===== src/rtl/dpram_ctrl_pkg.sv =====
// Shared widths, request struct and port-select enum for the dual-port RAM front-end.
package dpram_ctrl_pkg;
  localparam int ADDR_W = 8;
  localparam int DATA_W = 16;

  typedef enum logic {PORT_A = 1'b0, PORT_B = 1'b1} port_sel_e;

  typedef struct packed {
    logic              we;
    logic [ADDR_W-1:0] addr;
    logic [DATA_W-1:0] wdata;
  } req_t;
endpackage


===== src/rtl/dpram_port_ctrl_if.sv =====
// Client request/response ports plus RAM pins; slave = controller side, master = clients + RAM.
interface dpram_port_ctrl_if;
  import dpram_ctrl_pkg::*;

  logic              req_a_valid, req_a_ready, req_a_we;
  logic [ADDR_W-1:0] req_a_addr;
  logic [DATA_W-1:0] req_a_wdata;
  logic              rsp_a_valid;
  logic [DATA_W-1:0] rsp_a_rdata;
  logic              req_b_valid, req_b_ready, req_b_we;
  logic [ADDR_W-1:0] req_b_addr;
  logic [DATA_W-1:0] req_b_wdata;
  logic              rsp_b_valid;
  logic [DATA_W-1:0] rsp_b_rdata;
  logic [ADDR_W-1:0] ram_addr_a, ram_addr_b;
  logic              ram_we_a, ram_we_b;
  logic [DATA_W-1:0] ram_data_a, ram_data_b;
  logic [DATA_W-1:0] ram_dataout_a, ram_dataout_b;

  modport slave (
    input  req_a_valid, req_a_we, req_a_addr, req_a_wdata,
    input  req_b_valid, req_b_we, req_b_addr, req_b_wdata,
    output req_a_ready, rsp_a_valid, rsp_a_rdata,
    output req_b_ready, rsp_b_valid, rsp_b_rdata,
    output ram_addr_a, ram_addr_b, ram_we_a, ram_we_b, ram_data_a, ram_data_b,
    input  ram_dataout_a, ram_dataout_b
  );

  modport master (
    output req_a_valid, req_a_we, req_a_addr, req_a_wdata,
    output req_b_valid, req_b_we, req_b_addr, req_b_wdata,
    input  req_a_ready, rsp_a_valid, rsp_a_rdata,
    input  req_b_ready, rsp_b_valid, rsp_b_rdata,
    input  ram_addr_a, ram_addr_b, ram_we_a, ram_we_b, ram_data_a, ram_data_b,
    output ram_dataout_a, ram_dataout_b
  );
endinterface


===== src/rtl/dpram_conflict_arb.sv =====
// Same-address hazard detection, ready generation and the priority pointer.
// DPRAM_RR_ARB_EN selects round-robin; otherwise port A always wins.
module dpram_conflict_arb
  import dpram_ctrl_pkg::*;
(
  input  logic       clk,
  input  logic       rst,
  input  logic [1:0] valid,
  input  req_t       req_a,
  input  req_t       req_b,
  output logic [1:0] ready
);
  port_sel_e pri_q, pri_d;
  logic      conflict;

  // Two reads of one address are harmless; only a write makes it a hazard.
  assign conflict = valid[0] & valid[1] & (req_a.addr == req_b.addr) & (req_a.we | req_b.we);

  always_comb begin
    ready = 2'b11;
    if (conflict) ready = (pri_q == PORT_A) ? 2'b01 : 2'b10;
    if (rst)      ready = 2'b00;
  end

  always_comb begin
    pri_d = pri_q;
`ifdef DPRAM_RR_ARB_EN
    if (conflict) pri_d = (pri_q == PORT_A) ? PORT_B : PORT_A;
`else
    pri_d = PORT_A;
`endif
  end

  always_ff @(posedge clk or posedge rst) begin
    if (rst) pri_q <= PORT_A;
    else     pri_q <= pri_d;
  end
endmodule


===== src/rtl/dpram_port_ctrl.sv =====
// Dual-port RAM request front-end: arbitration, registered RAM pin drive, read tracking.
// Optional DPRAM_RR_ARB_EN enables round-robin conflict arbitration.
module dpram_port_ctrl
  import dpram_ctrl_pkg::*;
(
  input  logic              clk,
  input  logic              rst,
  dpram_port_ctrl_if.slave  bus
);
  req_t                   req_p [2];
  logic [1:0]             vld, rdy, fire;
  logic [1:0][ADDR_W-1:0] ram_addr_q, ram_addr_d;
  logic [1:0]             ram_we_q, ram_we_d;
  logic [1:0][DATA_W-1:0] ram_data_q, ram_data_d;
  logic [1:0]             rd_iss_q, rd_iss_d;
  logic [1:0]             rsp_vld_q, rsp_vld_d;

  assign req_p[0] = {bus.req_a_we, bus.req_a_addr, bus.req_a_wdata};
  assign req_p[1] = {bus.req_b_we, bus.req_b_addr, bus.req_b_wdata};
  assign vld      = {bus.req_b_valid, bus.req_a_valid};
  assign fire     = vld & rdy;

  dpram_conflict_arb u_arb (
    .clk   (clk),
    .rst   (rst),
    .valid (vld),
    .req_a (req_p[0]),
    .req_b (req_p[1]),
    .ready (rdy)
  );

  always_comb begin
    ram_addr_d = ram_addr_q;
    ram_we_d   = '0;
    ram_data_d = '0;
    rd_iss_d   = '0;
    for (int p = 0; p < 2; p++) begin
      if (fire[p]) begin
        ram_addr_d[p] = req_p[p].addr;
        ram_we_d[p]   = req_p[p].we;
        ram_data_d[p] = req_p[p].wdata;
        rd_iss_d[p]   = ~req_p[p].we;
      end
    end
    rsp_vld_d = rd_iss_q;
  end

  always_ff @(posedge clk or posedge rst) begin
    if (rst) begin
      ram_addr_q <= '0;
      ram_we_q   <= '0;
      ram_data_q <= '0;
      rd_iss_q   <= '0;
      rsp_vld_q  <= '0;
    end else begin
      ram_addr_q <= ram_addr_d;
      ram_we_q   <= ram_we_d;
      ram_data_q <= ram_data_d;
      rd_iss_q   <= rd_iss_d;
      rsp_vld_q  <= rsp_vld_d;
    end
  end

  assign bus.req_a_ready = rdy[0];
  assign bus.req_b_ready = rdy[1];
  assign bus.ram_addr_a  = ram_addr_q[0];
  assign bus.ram_addr_b  = ram_addr_q[1];
  assign bus.ram_we_a    = ram_we_q[0];
  assign bus.ram_we_b    = ram_we_q[1];
  assign bus.ram_data_a  = ram_data_q[0];
  assign bus.ram_data_b  = ram_data_q[1];
  // RAM output register is the data stage; only the valid is ours.
  assign bus.rsp_a_valid = rsp_vld_q[0];
  assign bus.rsp_b_valid = rsp_vld_q[1];
  assign bus.rsp_a_rdata = rsp_vld_q[0] ? bus.ram_dataout_a : '0;
  assign bus.rsp_b_rdata = rsp_vld_q[1] ? bus.ram_dataout_b : '0;
endmodule


===== src/flat_wrapper.sv =====
// flat-port wrapper written by rule: the top's interface ports become plain ports
module dpram_port_ctrl_flat import dpram_ctrl_pkg::*;
  (clk, rst, bus_req_a_valid, bus_req_a_we, bus_req_a_addr, bus_req_a_wdata, bus_req_b_valid, bus_req_b_we, bus_req_b_addr, bus_req_b_wdata, bus_req_a_ready, bus_rsp_a_valid, bus_rsp_a_rdata, bus_req_b_ready, bus_rsp_b_valid, bus_rsp_b_rdata, bus_ram_addr_a, bus_ram_addr_b, bus_ram_we_a, bus_ram_we_b, bus_ram_data_a, bus_ram_data_b, bus_ram_dataout_a, bus_ram_dataout_b);
  dpram_port_ctrl_if bus_i ();
  input  logic clk;
  input  logic rst;
  input wire logic [$bits(bus_i.req_a_valid)-1:0] bus_req_a_valid;
  input wire logic [$bits(bus_i.req_a_we)-1:0] bus_req_a_we;
  input wire logic [$bits(bus_i.req_a_addr)-1:0] bus_req_a_addr;
  input wire logic [$bits(bus_i.req_a_wdata)-1:0] bus_req_a_wdata;
  input wire logic [$bits(bus_i.req_b_valid)-1:0] bus_req_b_valid;
  input wire logic [$bits(bus_i.req_b_we)-1:0] bus_req_b_we;
  input wire logic [$bits(bus_i.req_b_addr)-1:0] bus_req_b_addr;
  input wire logic [$bits(bus_i.req_b_wdata)-1:0] bus_req_b_wdata;
  output wire logic [$bits(bus_i.req_a_ready)-1:0] bus_req_a_ready;
  output wire logic [$bits(bus_i.rsp_a_valid)-1:0] bus_rsp_a_valid;
  output wire logic [$bits(bus_i.rsp_a_rdata)-1:0] bus_rsp_a_rdata;
  output wire logic [$bits(bus_i.req_b_ready)-1:0] bus_req_b_ready;
  output wire logic [$bits(bus_i.rsp_b_valid)-1:0] bus_rsp_b_valid;
  output wire logic [$bits(bus_i.rsp_b_rdata)-1:0] bus_rsp_b_rdata;
  output wire logic [$bits(bus_i.ram_addr_a)-1:0] bus_ram_addr_a;
  output wire logic [$bits(bus_i.ram_addr_b)-1:0] bus_ram_addr_b;
  output wire logic [$bits(bus_i.ram_we_a)-1:0] bus_ram_we_a;
  output wire logic [$bits(bus_i.ram_we_b)-1:0] bus_ram_we_b;
  output wire logic [$bits(bus_i.ram_data_a)-1:0] bus_ram_data_a;
  output wire logic [$bits(bus_i.ram_data_b)-1:0] bus_ram_data_b;
  input wire logic [$bits(bus_i.ram_dataout_a)-1:0] bus_ram_dataout_a;
  input wire logic [$bits(bus_i.ram_dataout_b)-1:0] bus_ram_dataout_b;
  assign bus_i.req_a_valid = bus_req_a_valid;
  assign bus_i.req_a_we = bus_req_a_we;
  assign bus_i.req_a_addr = bus_req_a_addr;
  assign bus_i.req_a_wdata = bus_req_a_wdata;
  assign bus_i.req_b_valid = bus_req_b_valid;
  assign bus_i.req_b_we = bus_req_b_we;
  assign bus_i.req_b_addr = bus_req_b_addr;
  assign bus_i.req_b_wdata = bus_req_b_wdata;
  assign bus_req_a_ready = bus_i.req_a_ready;
  assign bus_rsp_a_valid = bus_i.rsp_a_valid;
  assign bus_rsp_a_rdata = bus_i.rsp_a_rdata;
  assign bus_req_b_ready = bus_i.req_b_ready;
  assign bus_rsp_b_valid = bus_i.rsp_b_valid;
  assign bus_rsp_b_rdata = bus_i.rsp_b_rdata;
  assign bus_ram_addr_a = bus_i.ram_addr_a;
  assign bus_ram_addr_b = bus_i.ram_addr_b;
  assign bus_ram_we_a = bus_i.ram_we_a;
  assign bus_ram_we_b = bus_i.ram_we_b;
  assign bus_ram_data_a = bus_i.ram_data_a;
  assign bus_ram_data_b = bus_i.ram_data_b;
  assign bus_i.ram_dataout_a = bus_ram_dataout_a;
  assign bus_i.ram_dataout_b = bus_ram_dataout_b;
  dpram_port_ctrl u_core (.clk(clk), .rst(rst), .bus(bus_i));
endmodule

===== config.mk =====
export PLATFORM = sky130hd
export DESIGN_NAME = dpram_port_ctrl_flat
export DESIGN_NICKNAME = d
export VERILOG_FILES = /design/src/rtl/dpram_ctrl_pkg.sv /design/src/rtl/dpram_port_ctrl_if.sv /design/src/rtl/dpram_conflict_arb.sv /design/src/rtl/dpram_port_ctrl.sv /design/src/flat_wrapper.sv
export SDC_FILE = /design/constraint.sdc
export NUM_CORES = 1
export LEC_CHECK = 0
export ABC_AREA = 1
export CORE_MARGIN = 8
export CORE_UTILIZATION = 36
export CTS_BUF_LIST = sky130_fd_sc_hd__clkbuf_8
export DETAILED_ROUTE_END_ITERATION = 16
export PLACE_DENSITY = 0.83
export SYNTH_ARGS = -nofsm -noshare
export SYNTH_HDL_FRONTEND = slang
export SYNTH_HIERARCHICAL = 1
export SYNTH_SLANG_ARGS = --single-unit
export TNS_END_PERCENT = 100

===== constraint.sdc =====
create_clock -name clk -period 1.7 [get_ports clk]
set_input_delay 0.17 -clock clk [delete_from_list [all_inputs] [get_ports clk]]
set_output_delay 0.17 -clock clk [all_outputs]
set_load 0.005 [all_outputs]

==> reports/results.ini, run 1 <==
[critical_path]
worst_ep_required_time_ps=1530
criticalPathCategory=reg -> out
critical_path.cell_chain=buf_12, nand2_1, inv_1, clkdlybuf4s50_1
cp_max_fo=16
endpoint_kind=primary output
critical_path.startpoint_type=flip-flop
max_stage_delay_ps=510
worst-endpoint-arrival_ps=1450
slowest_library_cell_on_the_worst_path=sky130_fd_sc_hd__clkdlybuf4s50_1

[global_routing]
remaining_global_route_overflow=0
grt_pass1_wl_um=13000
antenna_violations_before_repair=0
grt_pass1_vias=2566
grt_util_all_layers_pct=16.9
grt_start_max_net_pins=27

[layout]
post_route_cells_drive_above_1_share_pct=8.32
fill_cells=561
num_antenna_cells=0
finalCoreUtilization_pct=66.3
syn_to_layout_area_delta_pct=81.9
nets=567

[synthesis]
postSynthNetCount=383
yosysWarningCount=6
synth-seq-cells=54
syn_area_per_cell_um2=8.20
syn_area_mm2=0.00244
yosysSeqAreaShare_pct=55.5
netlist-cell-type-count=13
post_synth_inst_count=297

[sta]
layout_setup_ws_ps=80.0
fin_crit_ps=1620
timing.final.setup_violations=0
final-hold-violation-count=0
finalMaxSlewViolations=0
timing.max_slew.rel_slack_pct=69.2
post-route-period-util_pct=95.3
skew_ps=2.86
timing_worst_slew_pin_value_ps=461
final.hold.worst_slack_ps=177
clock.fmax_ghz=0.617
rsz0062_at_grt=no

[power_and_ir_drop]
vdd_ir_drop_max_v=0.000453
power.density_cell_area_mw_per_mm2=658
static-leakage-power_nw=2.54

[floorplanning]
initial_cell_density_of_the_core_pct=36.5
area_of_the_core_region_mm2=0.00668
num_rows=30
top_level_ports=172
die_h_um=98.3
die-area_mm2=0.00966
die_width_um=98.3

[clock_network]
cts-hold-fix-buffers=0
cts.htree.levels=2
worst_setup_hold_path_clk_slew_ps=90
cts_buffers=5
clockBufferDepth=2
cts_root_buf=sky130_fd_sc_hd__clkbuf_8
clock_sink_count=54
clk_latency_ps=300
cts_tree=done

[min_path]
hp-class=in -> reg

[route]
vias_per_cell=4.28
drt_pre_antenna_iters=4
ant_nets=0
drcViolationCount=0
vias=2402
routed_wire_length_per_instance_um=14.9
route.final.wire_length_um=8340
drt_iter0_markers=47

[placed_design]
preCtsSetupSlack_ps=-129
gpl.final_weighted_congestion=0.916
portBuffers=171
detailed_place_hpwl_um=6910

[flow_run]
maxCapViolCount=0

[run_status]
outcome=finished clean

-- metrics by stage --
stage | area (um^2) | setup TNS [ps] | total power [mW] | std cells
after CTS | 4400 | 0 | 2.97 | 561
final | 4430 | 0 | 2.92 | 561
after global placement | 4260 | -600 | 2.10 | 552
after floorplan | 2440 | 0 | 1.63 | 297
after detailed placement | 4260 | -1270 | 2.11 | 552
after global routing | 4430 | 0 | 3.08 | 561
-- cells in the final DEF (no fill, tap or decap) --
| cell type | n |
|---|---|
| sky130_fd_sc_hd__buf_12 | 3 |
| sky130_fd_sc_hd__buf_4 | 14 |
| sky130_fd_sc_hd__buf_6 | 1 |
| sky130_fd_sc_hd__bufinv_16 | 1 |
| sky130_fd_sc_hd__clkbuf_8 | 5 |
| sky130_fd_sc_hd__clkdlybuf4s15_1 | 1 |
| sky130_fd_sc_hd__clkdlybuf4s50_1 | 158 |
| sky130_fd_sc_hd__clkinv_4 | 1 |
| sky130_fd_sc_hd__dfrtp_1 | 53 |
| sky130_fd_sc_hd__dfrtp_2 | 1 |
| sky130_fd_sc_hd__dlygate4sd2_1 | 1 |
| sky130_fd_sc_hd__dlymetal6s2s_1 | 11 |
| sky130_fd_sc_hd__inv_1 | 80 |
| sky130_fd_sc_hd__inv_2 | 1 |
| sky130_fd_sc_hd__nand2_1 | 81 |
| sky130_fd_sc_hd__nand2_8 | 2 |
| sky130_fd_sc_hd__nand3_1 | 17 |
| sky130_fd_sc_hd__nor2_1 | 36 |
| sky130_fd_sc_hd__nor2_2 | 10 |
| sky130_fd_sc_hd__nor2_4 | 1 |
| sky130_fd_sc_hd__o21ai_0 | 1 |
| sky130_fd_sc_hd__o21ai_1 | 2 |
-- metal layers --
| metal | GRT usage [%] | wire [um] | vias up |
|---|---|---|---|
| met4 | 3.07 | 36 | 0 |
| met1 | 17.5 | 3210 | 1082 |
| met5 | 0 | 0 | - |
| li1 | - | - | 1190 |
| met3 | 7.33 | 869 | 4 |
| met2 | 31.0 | 4220 | 126 |
-- final cells by class --
type | instances | area (um^2) | area share [%]
clock buffers | 5 | 68.8 | 1.55
clock inverters | 2 | 38.8 | 0.875
inverters | 81 | 304 | 6.86
multi-input cells | 150 | 653 | 14.7
flip-flops and latches | 54 | 1350 | 30.5
well taps | 80 | 100 | 2.26
repair buffers | 189 | 1910 | 43.2
-- flip-flops by register name, summed over array words and instances (netlist names) --
register,count
u_core/bus.ram_addr_a,8
u_core/bus.ram_addr_b,8
u_core/bus.ram_data_a,16
u_core/bus.ram_data_b,16
u_core/ram_we_q,2
u_core/rd_iss_q,2
u_core/rsp_vld_q,2
-- critical path: cells and delay by family, from the launching register on --
kind | cells | cell delay (ps)
flip-flops | 1 | 400
buffers and inverters | 3 | 690
AND/OR/NAND/NOR | 1 | 50
-- cells in the mapped netlist --
library cell,count,share of area [%]
sky130_fd_sc_hd__nor2_2,9,2.3
sky130_fd_sc_hd__buf_6,4,1.8
sky130_fd_sc_hd__nand2_1,81,12
sky130_fd_sc_hd__o21ai_0,3,0.62
sky130_fd_sc_hd__nor2_4,1,0.46
sky130_fd_sc_hd__buf_8,4,2.5
sky130_fd_sc_hd__dfrtp_1,54,55
sky130_fd_sc_hd__nand3_1,17,3.5
sky130_fd_sc_hd__nand2_8,2,1.6
sky130_fd_sc_hd__clkbuf_2,2,0.41
sky130_fd_sc_hd__nor2_1,37,5.7
sky130_fd_sc_hd__inv_1,81,12
sky130_fd_sc_hd__buf_4,2,0.62
-- final timing paths --
check / slack [ps] / endpoint / from / cells after the start
hold reg to reg: 350 / u_core/rsp_vld_q[0] / u_core/rd_iss_q[0] / 0
hold / removal: 180 / u_core/bus.ram_addr_a[3] / bus_req_a_addr[3] / 3
min in group asynchronous: 260 / u_core/bus.ram_addr_b[6] / rst / 2
setup / recovery: 80 / bus_rsp_a_rdata[5] / u_core/rsp_vld_q[0] / 4
max in group asynchronous: 980 / u_core/rsp_vld_q[0] / rst / 3
setup reg to reg: 1080 / u_core/bus.ram_addr_a[1] / u_core/bus.ram_addr_a[1] / 2
-- cells by family after synthesis --
family	after synthesis	share of synthesized area [%]
AO/OA/AOI/OAI	3	0.616
buffers and inverters	93	17.8
flip-flops	54	55.5
AND/OR/NAND/NOR	147	26.1
-- where the power goes --
group          total [mW]  internal [mW]  switching, mW  leakage (nW)
Combinational       0.682          0.426          0.256          1.78
Sequential           1.40           1.37         0.0363         0.708
Clock               0.835          0.434          0.401        0.0542
-- what timing repair did --
action                     CTS  global route
resized for setup            4            15
setup endpoints to repair   28             9
buffers inserted             2             0
pin swaps                    0             1
No activity file was read; power rests on OpenSTA's default activity.
==> run 2, diff against run 1 <==
- SKIP_LAST_GASP: not set -> 1
==> reports/results.ini, run 2 (synthesized netlist as in run 1, its figures left out) <==
[layout]
post_route_cells_drive_above_1_share_pct=8.32  ; unchanged
nets=567  ; unchanged
finalCoreUtilization_pct=66.3  ; about the same
most-common-layout-cells=sky130_fd_sc_hd__clkdlybuf4s50_1, sky130_fd_sc_hd__nand2_1, sky130_fd_sc_hd__inv_1  ; unchanged
num_antenna_cells=0  ; unchanged
syn_to_layout_area_delta_pct=81.8  ; was 81.9%
layout.cells.most_common=sky130_fd_sc_hd__clkdlybuf4s50_1  ; unchanged
finish.cell_count_without_fillers=561  ; unchanged

[placed_design]
preCtsSetupSlack_ps=-129  ; unchanged
portBuffers=171  ; unchanged
gpl.final_weighted_congestion=0.916  ; unchanged
placed_cell_count=552  ; unchanged
detailed_place_hpwl_um=6910  ; unchanged

[global_routing]
grt_pass1_vias=2566  ; unchanged
grt_pass1_wl_um=13000  ; unchanged
grt_util_all_layers_pct=16.9  ; unchanged
antenna_violations_before_repair=0  ; unchanged
grt_start_max_net_pins=27  ; unchanged
remaining_global_route_overflow=0  ; unchanged

[clock_network]
cts.htree.levels=2  ; unchanged
clk_latency_ps=300  ; about the same
clockBufferDepth=2  ; unchanged
cts-hold-fix-buffers=0  ; unchanged
cts_tree=done  ; unchanged
cts_root_buf=sky130_fd_sc_hd__clkbuf_8  ; unchanged
worst_setup_hold_path_clk_slew_ps=90  ; about the same
clock_sink_count=54  ; unchanged
cts_buffers=5  ; unchanged

[route]
drt_pre_antenna_iters=4  ; unchanged
routed_wire_length_per_instance_um=14.9  ; unchanged
ant_nets=0  ; unchanged
vias=2402  ; unchanged
drt_iter0_markers=48  ; was 47
vias_per_cell=4.28  ; unchanged
drcViolationCount=0  ; unchanged
route.final.wire_length_um=8340  ; unchanged

[sta]
post-route-period-util_pct=95.9  ; was 95.3%
final.hold.worst_slack_ps=177  ; unchanged
fin_crit_ps=1630  ; was 1620 ps
setup_total_negative_slack_ps=0  ; unchanged
timing.max_slew.rel_slack_pct=69.2  ; unchanged
layout_setup_ws_ps=69.0  ; was 80.0 ps
timing_worst_slew_pin_value_ps=461  ; unchanged
rsz0062_at_grt=yes  ; was no
skew_ps=2.86  ; unchanged
final-hold-violation-count=0  ; unchanged
clock.fmax_ghz=0.613  ; was 0.617 GHz
timing.final.setup_violations=0  ; unchanged
finalMaxSlewViolations=0  ; unchanged

[critical_path]
criticalPathCategory=reg -> out  ; unchanged
worst-endpoint-arrival_ps=1460  ; was 1450 ps
worst_ep_required_time_ps=1530  ; about the same
endpoint_kind=primary output  ; unchanged
crit_startpoint=u_core/rsp_vld_q[0]  ; unchanged
critical_path.startpoint_type=flip-flop  ; unchanged
cp_max_fo=16  ; unchanged
worst_r2r_startpoint=u_core/bus.ram_addr_a[1]  ; unchanged

[min_path]
worstHoldStart=bus_req_a_addr[3]  ; unchanged
hp-class=in -> reg  ; unchanged

[power_and_ir_drop]
static-leakage-power_nw=2.52  ; was 2.54 nW
power.density_cell_area_mw_per_mm2=659  ; was 658 mW/mm^2
vdd_ir_drop_max_v=0.000453  ; unchanged

[floorplanning]
die_h_um=98.3  ; unchanged
die_width_um=98.3  ; unchanged
area_of_the_core_region_mm2=0.00668  ; unchanged
die-area_mm2=0.00966  ; unchanged
num_rows=30  ; unchanged
initial_cell_density_of_the_core_pct=36.5  ; unchanged
top_level_ports=172  ; unchanged

[flow_run]
maxCapViolCount=0  ; unchanged

[run_status]
outcome=finished clean  ; unchanged

[run 2: changes by cell type in the layout (fill, tap and decap cells not counted)]
cell / previous run / this run
sky130_fd_sc_hd__clkdlybuf4s50_1: 158 / 159
sky130_fd_sc_hd__dlymetal6s2s_1: 11 / 10
[run 2: final timing paths]
check,endpoint,slack [ps],depth (start not counted)
max,bus_rsp_a_rdata[8],70,4
min,u_core/bus.ram_addr_a[3],180,3
max reg2reg,u_core/bus.ram_addr_a[1],1080,2
min reg2reg,u_core/rsp_vld_q[0],350,0
max in group asynchronous,u_core/rsp_vld_q[0],980,3
min in group asynchronous,u_core/bus.ram_addr_b[6],260,2
[run 2: timing repair]
item,CTS,global route
buffers inserted,2,0
setup endpoints to repair,28,9
pin swaps,0,1
resized for setup,4,14
[run 2: critical path, stage by stage, from the launching register on]
cell	delay (ps)
sky130_fd_sc_hd__dfrtp_2	400
sky130_fd_sc_hd__buf_12	140
sky130_fd_sc_hd__nand2_1	50
sky130_fd_sc_hd__inv_1	70
sky130_fd_sc_hd__clkdlybuf4s50_1	500
[run 2: area by class of cell]
| class | instances | area [um^2] |
|---|---|---|
| tap | 80 | 100 |
| clock buffer | 5 | 68.8 |
| sequential | 54 | 1350 |
| fill | 562 | 2250 |
| inverter | 81 | 304 |
| timing repair buffer | 189 | 1910 |
| clock inverter | 2 | 38.8 |
| multi-input combinational | 150 | 653 |
[run 2: through the flow]
| stage | total power [mW] | cell area (um^2) |
|---|---|---|
| after floorplan | 1.63 | 2440 |
| after global placement | 2.10 | 4260 |
| after detailed placement | 2.11 | 4260 |
| after CTS | 2.97 | 4400 |
| after global routing | 3.08 | 4430 |
| final | 2.92 | 4430 |
[run 2: where the power goes]
group	internal, mW	switching (mW)
Sequential	1.37	0.0363
Clock	0.434	0.401
Combinational	0.426	0.256
[run 2: layer usage]
layer | vias up | part of all wire (%) | global-route usage, %
met5 | - | 0 | 0
met4 | 0 | 0.43 | 3.07
met3 | 4 | 10 | 7.33
met2 | 126 | 51 | 31.0
met1 | 1082 | 38 | 17.5
li1 | 1190 | - | -
